$ cat config.mk
export PLATFORM = sky130hd
export DESIGN_NAME = fifo_rd_stream
export DESIGN_NICKNAME = d
export VERILOG_FILES = /design/src/rtl/fifo_rd_stream.sv
export SDC_FILE = /design/constraint.sdc
export NUM_CORES = 1
export LEC_CHECK = 0
export ABC_AREA = 1
export BUFFER_PORTS_ARGS = -buffer_cell sky130_fd_sc_hd__buf_2
export CAP_MARGIN = 0
export CORE_MARGIN = 4
export CORE_UTILIZATION = 59
export DETAILED_ROUTE_END_ITERATION = 16
export PLACE_DENSITY = 0.87
export REMOVE_ABC_BUFFERS = 1
export SETUP_SLACK_MARGIN = 0.3
export SLEW_MARGIN = 20
export SYNTH_ARGS = -nofsm -noshare
export SYNTH_HDL_FRONTEND = slang
export SYNTH_SLANG_ARGS = --single-unit
$ cat constraint.sdc
create_clock -name rd_clk -period 3.8 [get_ports rd_clk]
set_clock_uncertainty 0.1 [all_clocks]
set_input_delay 0.95 -clock rd_clk [delete_from_list [all_inputs] [get_ports rd_clk]]
set_output_delay 0.95 -clock rd_clk [all_outputs]
set_load 0.01 [all_outputs]
$ cat src/rtl/fifo_rd_stream.sv
// Read-domain consumer of the async FIFO: issues pops, absorbs the 1-cycle read latency
// and re-presents words as a valid/ready stream through a 3-entry skid buffer.
// Optional m_last burst marker is enabled by defining FIFO_RD_STREAM_LAST_EN.
module fifo_rd_stream #(
   parameter int DW        = 8,
   parameter int DEPTH     = 3,
   parameter int BURST_LEN = 4
) (
   input  logic          rd_clk,
   input  logic          rd_rst,
   input  logic          fifo_empty,
   input  logic [DW-1:0] fifo_data,
   output logic          fifo_pop,
   output logic          m_valid,
   input  logic          m_ready,
   output logic [DW-1:0] m_data,
`ifdef FIFO_RD_STREAM_LAST_EN
   output logic          m_last,
`endif
   output logic [1:0]    occupancy
);

   localparam int PW = 2;

   logic [PW-1:0] head_q, head_d;
   logic [PW-1:0] tail_q, tail_d;
   logic [PW-1:0] occ_q, occ_d;
   logic          pend_q;
   logic [DW-1:0] buf_q [DEPTH];
   logic          fire;
   logic [2:0]    credit;

   // A pop is only issued when a slot is guaranteed for it even if nothing drains,
   // which keeps m_ready out of the pop path.
   assign credit    = 3'(occ_q) + 3'(pend_q) + 3'd1;
   assign fifo_pop  = ~fifo_empty & ~rd_rst & (credit <= 3'(DEPTH));
   assign m_valid   = (occ_q != '0);
   assign m_data    = buf_q[head_q];
   assign fire      = m_valid & m_ready;
   assign occupancy = occ_q;

   always_comb begin
      head_d = head_q;
      tail_d = tail_q;
      if (fire) begin
         head_d = (head_q == PW'(DEPTH - 1)) ? '0 : head_q + PW'(1);
      end
      if (pend_q) begin
         tail_d = (tail_q == PW'(DEPTH - 1)) ? '0 : tail_q + PW'(1);
      end
      occ_d = occ_q + PW'(pend_q) - PW'(fire);
   end

   always_ff @(posedge rd_clk or posedge rd_rst) begin
      if (rd_rst) begin
         head_q <= '0;
         tail_q <= '0;
         occ_q  <= '0;
         pend_q <= 1'b0;
         for (int i = 0; i < DEPTH; i++) begin
            buf_q[i] <= '0;
         end
      end else begin
         head_q <= head_d;
         tail_q <= tail_d;
         occ_q  <= occ_d;
         pend_q <= fifo_pop;
         if (pend_q) begin
            buf_q[tail_q] <= fifo_data;
         end
      end
   end

   a_no_overflow: assert property (@(posedge rd_clk) disable iff (rd_rst)
      (pend_q & ~fire) |-> (occ_q < PW'(DEPTH)))
      else $error("skid buffer overflow");

`ifdef FIFO_RD_STREAM_LAST_EN
   localparam int CW = (BURST_LEN > 1) ? $clog2(BURST_LEN) : 1;
   logic [CW-1:0] cnt_q;

   // Beat counter only advances on an accepted beat, so m_last holds through stalls.
   always_ff @(posedge rd_clk or posedge rd_rst) begin
      if (rd_rst) begin
         cnt_q <= '0;
      end else if (fire) begin
         cnt_q <= (cnt_q == CW'(BURST_LEN - 1)) ? '0 : cnt_q + CW'(1);
      end
   end

   assign m_last = m_valid & (cnt_q == CW'(BURST_LEN - 1));
`endif

endmodule
Word level (Yosys, flattened, before mapping)

Cells that the tools add are included.

Bits in latches: 0
Bits of input ports: 12
Word-level logic and storage cells: 36
Bits in read-only memories: 0
RAM bits: 0
Register bits after elaboration: 31
Output and inout bits: 12
Memories kept: 0

$lt $le $gt $ge: 4
Mux-type cells: 8
Div/mod/pow operators: 0
Multipliers: 0
Bitwise logic cells: 7
Shifts and indexed selects: 0
Reduce and logical (&&, ||, !) cells: 2
Eq/ne operators: 2
Add/subtract/negate cells: 6

Operators with widths:

| cell                | count |
|---|---|
| $bwmux 24           | 1 |
| $mux 8              | 3 |
| $bmux 8 s2          | 1 |
| $demux 8 s2         | 1 |
| $ge 3x3->1 const B  | 2 |
| $not 2->3           | 2 |
| $add 2x1->2 const B | 2 |
| $eq 2x2->1 const B  | 2 |
| $mux 2              | 2 |
| $add 2x1->3         | 1 |
| $add 3x1->3 const B | 1 |
| $and 1x1->1         | 3 |
| $le 3x2->1 const B  | 1 |
| $lt 3x1->1 const B  | 1 |
| $add 2x1->2         | 1 |
| $not 1->1           | 2 |
| $reduce_bool 2->1   | 1 |
| $sub 2x1->2         | 1 |
| $logic_and 1x1->1   | 1 |

Longest topological paths before layout

Gate-level depths: netlist of run 1.

Depth after elaboration: 6
Depth in mapped cells: 10
Gate-level depth less buffers: 10

Worst setup path after synthesis of run 1

No wires, ideal clock.

Path kind: input to output
Start point: input rd_rst
End point: output fifo_pop
Path slack: 1.289 ns
Arrival: 1.461 ns
Buffers on the path: 0
Required time: 2.750 ns
Stages on the path: 2
Cell sequence: or2_2 > a21oi_1

Word-level cells in the longest chain between the ends: 3

Ends and longest elaborated chain:

| item                     | RTL line | source |
|---|---|---|
| start: declaration       | 10       | `input logic rd_rst,` |
| $not 1->1                | 36       | `assign fifo_pop = ~fifo_empty & ~rd_rst & (credit <= 3'(DEPTH));` |
| $and 1x1->1 (2 in a row) | 36       |  |
| end: declaration         | 13       | `output logic fifo_pop,` |

No other way between the ends.

Worst setup path after layout of run 1

Start point: register head_q[0]
End point: output m_data[3]

Word-level cells in the longest chain between the ends: 4

Ends and longest elaborated chain:

| item                                      | RTL line | source |
|---|---|---|
| start: declaration                        | 25       | `logic [PW-1:0] head_q, head_d;` |
| start signal: assignment                  | 56       | `head_q <= '0;` |
| start signal: assignment                  | 64       | `head_q <= head_d;` |
| $not 2->3 (not written as such)           | 38       | `assign m_data = buf_q[head_q];` |
| $bmux 8 s2                                | 38       |  |
| $mux 8 (not written as such) (2 in a row) | 38       |  |
| end: declaration                          | 16       | `output logic [DW-1:0] m_data,` |

No other way between the ends. The select of a mux whose other input is x is not followed.

==> out/summary.md, run 1 <==
The flow ran to the end, and the final reports show no timing, DRC or antenna violations. At the end of routability-driven placement, the weighted congestion stood at 0.782. The fmax was 353 MHz; the peak ir drop on the vdd network was 0.559 mV.

Counting the buffers created by CTS gives 5. The worst-case headroom to the max-slew limit was 0.580. Setup repair after global routing left no endpoint under its margin.

Total track usage: 0.228. The switching power share of the total was 0.451. The end point of the worst hold path is buf_q[5]$_DFFE_PP0P_.

For the number of antenna diodes, the log shows 0. Clock latency on the worst-skew pair, taken at its later pin, is 0.33 ns. Along the worst path, the maximum fanout reaches 11. Summed over all failing endpoints, the final setup total negative slack is 0 ns.

During I/O placement, the number of pins put on the boundary was 24. The tools report the starting utilization of the core area as 0.615. Number of maximum-capacitance constraint violations: 0.

In the final routed layout, each cell accounts on average for 15.0 um. After detailed routing, the number of remaining DRC violations is 0. Post-CTS timing repair inserted 0 buffers for setup. Counting both buffers and inverters, the worst setup path holds a total of 2.

The kind of end point of the critical path was an output pin. The tools report the final number of setup-violating endpoints as 0. In this run the most critical hold path is launched from buf_q[5]$_DFFE_PP0P_.

The port buffer count is 23, and the mean number of vias per cell is 5.79. Dividing the synthesized area by the synthesized cell count gives 8.34 um^2. Compared with the post-synthesis result, the final layout area differs by 11.8%.

Among cell families on the critical path, the largest total delay comes from flip-flops. CTS built an H-tree with a depth of 2. The number of global-route vias before repair is 1238, and the combinational power share is 0.414.

The endpoint identified for the worst register-to-register timing path is tail_q[1]$_DFFE_PP0P_. The most numerous cell type found on the critical path is nand3_1. Clock-pin slew was measured on the worst setup and hold paths at 0.09 ns. Before CTS, the worst setup slack after placement is 1.11 ns. The tools report the initial antenna violation count as 0. The sequential share of power was 0.441.

The die height works out to 58.6 um. The HPWL after detailed placement is 2.37 mm. Along the worst hold path, the cell count comes to 2.

The total overflow left after global routing is 0. The worst reg2reg path depth was 3; the worst path required time was 2.75 ns. The tools report the clock sink count as 31. The clock period minus final worst setup slack is 2.83 ns. After the first detailed-routing iteration, the DRC count stood at 96. Total power per unit cell area: 894 nW/um^2. The tools report the area of the die as 3430 um^2. The first global-routing pass estimated 5.68 mm of wire.

Once detail routing completed, the nets flagged for antenna violations numbered 0. Buffers inserted to repair hold after CTS numbered 0. After layout, the worst setup slack is 0.970 ns. On the worst path, the slowest cell contributes a delay of 0.63 ns. The logs give 0 for the number of gates given a new drive strength after cts and 3.55 mm for the sum of routed wire length over all layers. The clock passes through at most 2 buffers. Counting flops and latches in the post-synthesis netlist gives 31.

TritonCTS built the clock tree. After floorplanning, the core was divided into 18 placement rows. The logs give 2.02 ns for the worst reg-to-reg setup slack and 0.514 for the sequential-to-total area share from yosys stat. The worst setup path is of the register to output pin kind. The root buffer cell chosen for the clock tree is clkbuf_4.

In this run the critical register-to-register path is launched from tail_q[1]$_DFFE_PP0P_. The internal portion of the total power is 0.829 mW. The final hold violation count came out at 0. The tools report the startpoint type of the worst setup path as a register. The layout cell share with drive strength beyond 1 was 0.184; the die outline width was 58.6 um. Total leakage power: 0.906 nW.

The run gives 0.146 as the proportion of power drawn by the clock network. Synthesis instantiated 18 different standard cells from the library. On the critical path, the stage with the largest delay is an instance of dfrtp_1.

The core region is 2450 um^2. At the pin with the least slew margin, the transition time is 0.629 ns. Count of final max-slew check failures: 0. The critical path goes through clkinv_1 > nand3_1 > nand3_1 > buf_2. The worst hold path belongs to the class register to register. The total standard cell area after synthesis was 1510 um^2; the arrival time reported for the critical path endpoint was 1.78 ns. During synthesis, Yosys emitted a total of 0 warnings.

Before antenna repair, the detailed router went through 4 iterations. The tools report the synthesized netlist cell count as 181. Entering global routing, the biggest net connects 32 pins. Across all layers, the routed design uses 1366 vias.

For this run, the post-layout net count is 219. The power spent charging and discharging nets is 0.680 mW, and the part of the cycle the worst path needs is 0.745.
[sequential cells by signal (all words and copies together) (netlist names)]
signal and cells:
buf_q 24, head_q 2, occupancy 2, pend_q 1, tail_q 2
[layout make-up]
| cell class | instances | area, um^2 |
|---|---|---|
| Clock buffer | 8 | 68.8 |
| Fill cell | 193 | 767 |
| Inverter | 12 | 45.0 |
| Multi-Input combinational cell | 131 | 638 |
| Sequential cell | 31 | 776 |
| Tap cell | 30 | 37.5 |
| Timing Repair Buffer | 24 | 123 |
[tightest hold or removal path, delay by kind of cell (launching register included)]
family           cells  cell delay (ns)
DFF                  1             0.35
and+or+nand+nor      2             0.10
[logic make-up (layout without fill, tap and decap cells)]
family | after synthesis | count (layout) | synth area share
AND/OR/NAND/NOR | 126 | 126 | 0.396
adder cells (fa/ha/maj) | 2 | 2 | 0.0166
AO/OA/AOI/OAI | 3 | 3 | 0.00994
flip-flops | 31 | 31 | 0.514
buffers and inverters | 19 | 44 | 0.0638
[metal layers]
| metal | up-vias | share of wire | track usage |
|---|---|---|---|
| met1 | 658 | 0.41 | 0.299 |
| met3 | 8 | 0.059 | 0.0724 |
| li1 | 657 | - | - |
| met5 | - | 0 | 0 |
| met2 | 43 | 0.51 | 0.362 |
| met4 | 0 | 0.015 | 0.0712 |
[worst max-delay path by stage]
stage                               start        end  slack (ns)  depth (start not counted)
CTS                 head_q[0]$_DFFE_PP0P_  m_data[2]        1.00                          4
floorplan                          rd_rst   fifo_pop        1.29                          2
global route        head_q[0]$_DFFE_PP0P_  m_data[2]        0.91                          4
finish              head_q[0]$_DFFE_PP0P_  m_data[3]        0.97                          4
detailed placement                 rd_rst   fifo_pop        1.11                          4
global placement                   rd_rst   fifo_pop        1.14                          4
[Yosys cell counts]
cell | count | share of area
a21oi_1 | 1 | 0.0033
buf_2 | 3 | 0.0099
buf_4 | 3 | 0.015
clkbuf_8 | 1 | 0.0091
clkinv_1 | 3 | 0.0075
dfrtp_1 | 31 | 0.51
ha_1 | 2 | 0.017
inv_1 | 9 | 0.022
nand2_1 | 68 | 0.17
nand2_2 | 1 | 0.0041
nand3_1 | 35 | 0.12
nand3_2 | 2 | 0.013
nand4_1 | 16 | 0.066
nor2_1 | 1 | 0.0025
nor2_4 | 1 | 0.0075
nor2_8 | 1 | 0.013
o21ai_0 | 2 | 0.0066
or2_2 | 1 | 0.0041
[cells in the final DEF, fill, tap and decap left out, drive strengths merged]
cell type and count:
nand4 16, buf 24, nand2 69, dfrtp 31, o21ai 2, inv 9
ha 2, nor2 3, nand3 37, a21oi 1, clkbuf 8, clkinv 3
or2 1
[power groups by stage]
stage / sequential, mW / combinational (mW) / clock [mW]
floorplan: 0.635 / 0.405 / 0
global placement: 0.653 / 0.593 / 0
detailed placement: 0.666 / 0.622 / 0
CTS: 0.660 / 0.626 / 0.222
global route: 0.684 / 0.699 / 0.239
finish: 0.665 / 0.624 / 0.220
[through the flow]
stage	cell area (um^2)	util	instances	power, mW	hold WS, ns
after floorplan	1460	-	174	1.04	0.342
after global placement	1620	0.660	228	1.25	0.356
after detailed placement	1620	0.660	228	1.29	0.360
after CTS	1690	0.688	236	1.51	0.381
after global routing	1690	0.688	236	1.62	0.399
final	1690	0.688	236	1.51	0.378
No activity file was read; power rests on OpenSTA's default activity.
==> run 2: changes to the inputs <==
--- a/config.mk
+++ b/config.mk
@@ -9,9 +9,9 @@
 export BUFFER_PORTS_ARGS = -buffer_cell sky130_fd_sc_hd__buf_2
 export CAP_MARGIN = 0
 export CORE_MARGIN = 4
-export CORE_UTILIZATION = 59
+export CORE_UTILIZATION = 50
 export DETAILED_ROUTE_END_ITERATION = 16
-export PLACE_DENSITY = 0.87
+export PLACE_DENSITY = 0.79
 export REMOVE_ABC_BUFFERS = 1
 export SETUP_SLACK_MARGIN = 0.3
 export SLEW_MARGIN = 20
==> constraint.sdc (replaced) <==
create_clock -name rd_clk -period 2.5 [get_ports rd_clk]
set_clock_uncertainty 0.1 [all_clocks]
set_input_delay 0.625 -clock rd_clk [delete_from_list [all_inputs] [get_ports rd_clk]]
set_output_delay 0.625 -clock rd_clk [all_outputs]
set_load 0.01 [all_outputs]
==> run 2 against run 1 <==
Compared with the run above: setup slack lost 0.57 ns; sequential power increased by 45%; die area rose by 15%; final cell count is 3.0% higher; combinational power rose by 71%; cell area up 3.0%; register-to-register slack lost 1.3 ns; sequential share of layout area is 1.3 points lower; critical path depth did not move; count of clock-buffer cells in the layout did not move; flip-flop and latch count is the same.
==> out/summary.md, run 2 (synthesized netlist as in run 1, its figures left out) <==
Relative to the synthesized area, the layout overhead comes to 15.1%. The run gives 265 (+37%) as the layout filler cell count. The layout cell share with drive strength beyond 1 was 0.212 (+0.0278).

The library cells used most frequently in the layout, excluding fill and tap cells, are 68 x nand2_1, 35 x nand3_1, 30 x dfrtp_1. The multi-input logic area is 644 um^2 (+0.98%), and the delay of the slowest cell on the worst path is 0.36 ns (-0.27 ns). The placement row count is 19 (+1), and the clock slew seen by the registers of the worst setup and hold paths is 0.10 ns (about the same). For the number of global-route vias before repair, the log shows 1418 (+15%). The reg-to-reg critical path startpoint is tail_q[1]$_DFFE_PP0P_. In this design, the largest share of critical-path delay is due to buffers and inverters. The kind of end point of the critical path is an output pin.

The deepest clock path buffer count is 2 (unchanged), and the worst reg-to-reg setup slack is 0.74 ns (-1.28 ns). The met3 track utilization from global routing is 0.0414 (-0.0310), and the final routed DRC violation total is 0 (unchanged). The number of maximum-capacitance constraint violations was 0 (unchanged).

In this run the critical register-to-register path is captured at tail_q[1]$_DFFE_PP0P_. The starting utilization of the core area is 0.534 (-0.0814), and the port buffer count is 23 (unchanged). For the core region area, the log shows 2830 um^2 (+15%).

The final hold violation count is 0 (unchanged), and the register area is 777 um^2 (+0.16%). The tightest min-delay check is of the primary input to asynchronous set/reset pin type. The clock buffer count from CTS was 5 (unchanged); the top fanout value on the critical path was 9 (-2).

On the critical path, the stage with the largest delay is an instance of dfrtp_1. Post-route cell area: 1740 um^2 (+3.0%). The post-route antenna net violation count came out at 0 (unchanged). The most frequent standard cell in the layout excluding fill and tap cells was nand2_1.

The tools report the startpoint type of the worst setup path as a register. The placed cell area is 1640 um^2 (+1.0%). The count of final max-slew check failures is 0 (unchanged), and the part of the cycle the worst path needs is 0.838.

The number of search-and-repair iterations in the first detailed-routing pass came out at 4 (unchanged). The die height works out to 63.0 um (+7.4%). The total track usage was 0.205 (-0.0222); the post-placement setup slack was 0.414 ns (-0.695 ns). Setup repair after global routing left no endpoint under its margin. The worst-margin pin slew works out to 0.549 ns (-0.0809 ns). The post-detailed-placement half-perimeter wirelength is 2.40 mm (+1.6%).

The tools report the sum of routed wire length over all layers as 3.65 mm (+2.9%). In this run the most used layer during global routing was met2. The initial antenna violation count is 0 (unchanged). For the arrival time reported for the critical path endpoint, the log shows 1.37 ns (-0.41 ns). For the wire length of the first global-routing pass, the log shows 6.42 mm (+13%). The worst path needs 2.10 ns of the cycle, external delays included. The tools report the pin count of the biggest net entering global routing as 32 (unchanged). Total power per unit cell area: 1360 nW/um^2 (+52%). The run gives 0 (unchanged) as the final number of setup-violating endpoints.

The total leakage power was 0.930 nW (+2.7%). Setup TNS: 0 ns (unchanged). The area of the die was 3960 um^2 (+15%); the number of placed I/O pins was 24 (unchanged). The run finished with clean final reports. The routability congestion estimate from global placement came out at 0.823 (+5.2%).

Worst path required time: 1.77 ns (-0.98 ns). The worst-case headroom to the max-slew limit is 0.634 (+0.0545), and the average wire per cell in the routed design is 15.0 um (about the same). The fmax is 477 MHz.

The H-tree depth reported by CTS was 2 (unchanged). The kind of critical path was register to output pin. The worst reg2reg path depth was 3 (unchanged); the final net count was 225 (+2.7%). The die outline width is 63.0 um (+7.4%). The smallest setup slack after layout is 0.404 ns (-0.566 ns). Met1 track utilization from global routing: 0.267 (-0.0313). The number of flip-flops in the largest register was 24 (unchanged); the number of antenna diodes was 0 (unchanged). The run gives 0.341 (-0.0208) as the met2 global-route usage. The root buffer cell was clkbuf_4. The run gives 113 (+18%) as the number of DRC markers in iteration 0.

The cell that appears most often on the critical path is nand3_1. The buffers plus inverters on the worst setup path was 2 (unchanged). The mean number of vias per cell was 5.78 (-0.18%).

TritonCTS built the clock tree. The run gives 0.33 ns (about the same) as the clock latency of the later-clocked register in the worst-skew pair. The most flop-heavy register was buf_q.

The clock sink count came out at 31 (unchanged). The via count is 1404 (+2.8%). Global route total overflow: 0 (unchanged). The signal on the critical path passes through clkinv_1 > nand3_1 > nand3_1 > buf_2.

Peak ir drop on the vdd network: 0.582 mV (+4.1%).
## run 2: where the power goes
part	switching (mW)	leakage (nW)	internal (mW)
clock network	0.166	0.0386	0.165
logic	0.666	0.515	0.400
registers	0.219	0.377	0.747
total	1.05	0.930	1.31
## run 2: layout make-up
type                            instances  area share
Sequential cell                        31       0.447
Multi-Input combinational cell        132       0.371
Tap cell                               31      0.0223
Inverter                               12      0.0281
Clock buffer                            8      0.0396
Timing Repair Buffer                   29      0.0922
## run 2: metal layers
metal | wire length [um] | share of wire | vias to the layer above
met5 | 0 | 0 | -
met1 | 1550 | 0.42 | 682
li1 | - | - | 668
met4 | 46 | 0.013 | 0
met3 | 239 | 0.065 | 8
met2 | 1820 | 0.50 | 46
## run 2: what timing repair did
item,CTS,global route
endpoints found under the setup margin,8,8
hold buffers,0,0
gates resized for setup,2,0
setup buffers,2,1
pin swaps,0,1
gates cloned,0,1
## run 2: how the worst max path moves through the flow
stage                               start   endpoint  slack (ns)  depth (start not counted)
floorplan                          rd_rst   fifo_pop        0.64                          2
global placement                   rd_rst   fifo_pop        0.48                          4
detailed placement                 rd_rst   fifo_pop        0.41                          4
CTS                 head_q[0]$_DFFE_PP0P_  m_data[7]        0.31                          5
global route        head_q[0]$_DFFE_PP0P_  m_data[1]        0.31                          5
finish              head_q[0]$_DFFE_PP0P_  m_data[7]        0.40                          4
## run 2: worst reg2reg max path, delay by kind of cell, from the launching register on
kind	cells	cell delay, ns
buffers and inverters	1	0.44
AOI/OAI and AO/OA	1	0.11
and+or+nand+nor	1	0.29
DFF	1	0.70
## run 2: metrics by stage
step | hold WS [ns] | util | instances | power (mW)
after global placement | 0.353 | 0.578 | 231 | 1.93
after global routing | 0.299 | 0.614 | 243 | 2.58
after floorplan | 0.342 | - | 174 | 1.58
final | 0.261 | 0.614 | 243 | 2.36
after detailed placement | 0.359 | 0.578 | 231 | 1.98
after CTS | 0.281 | 0.609 | 241 | 2.34
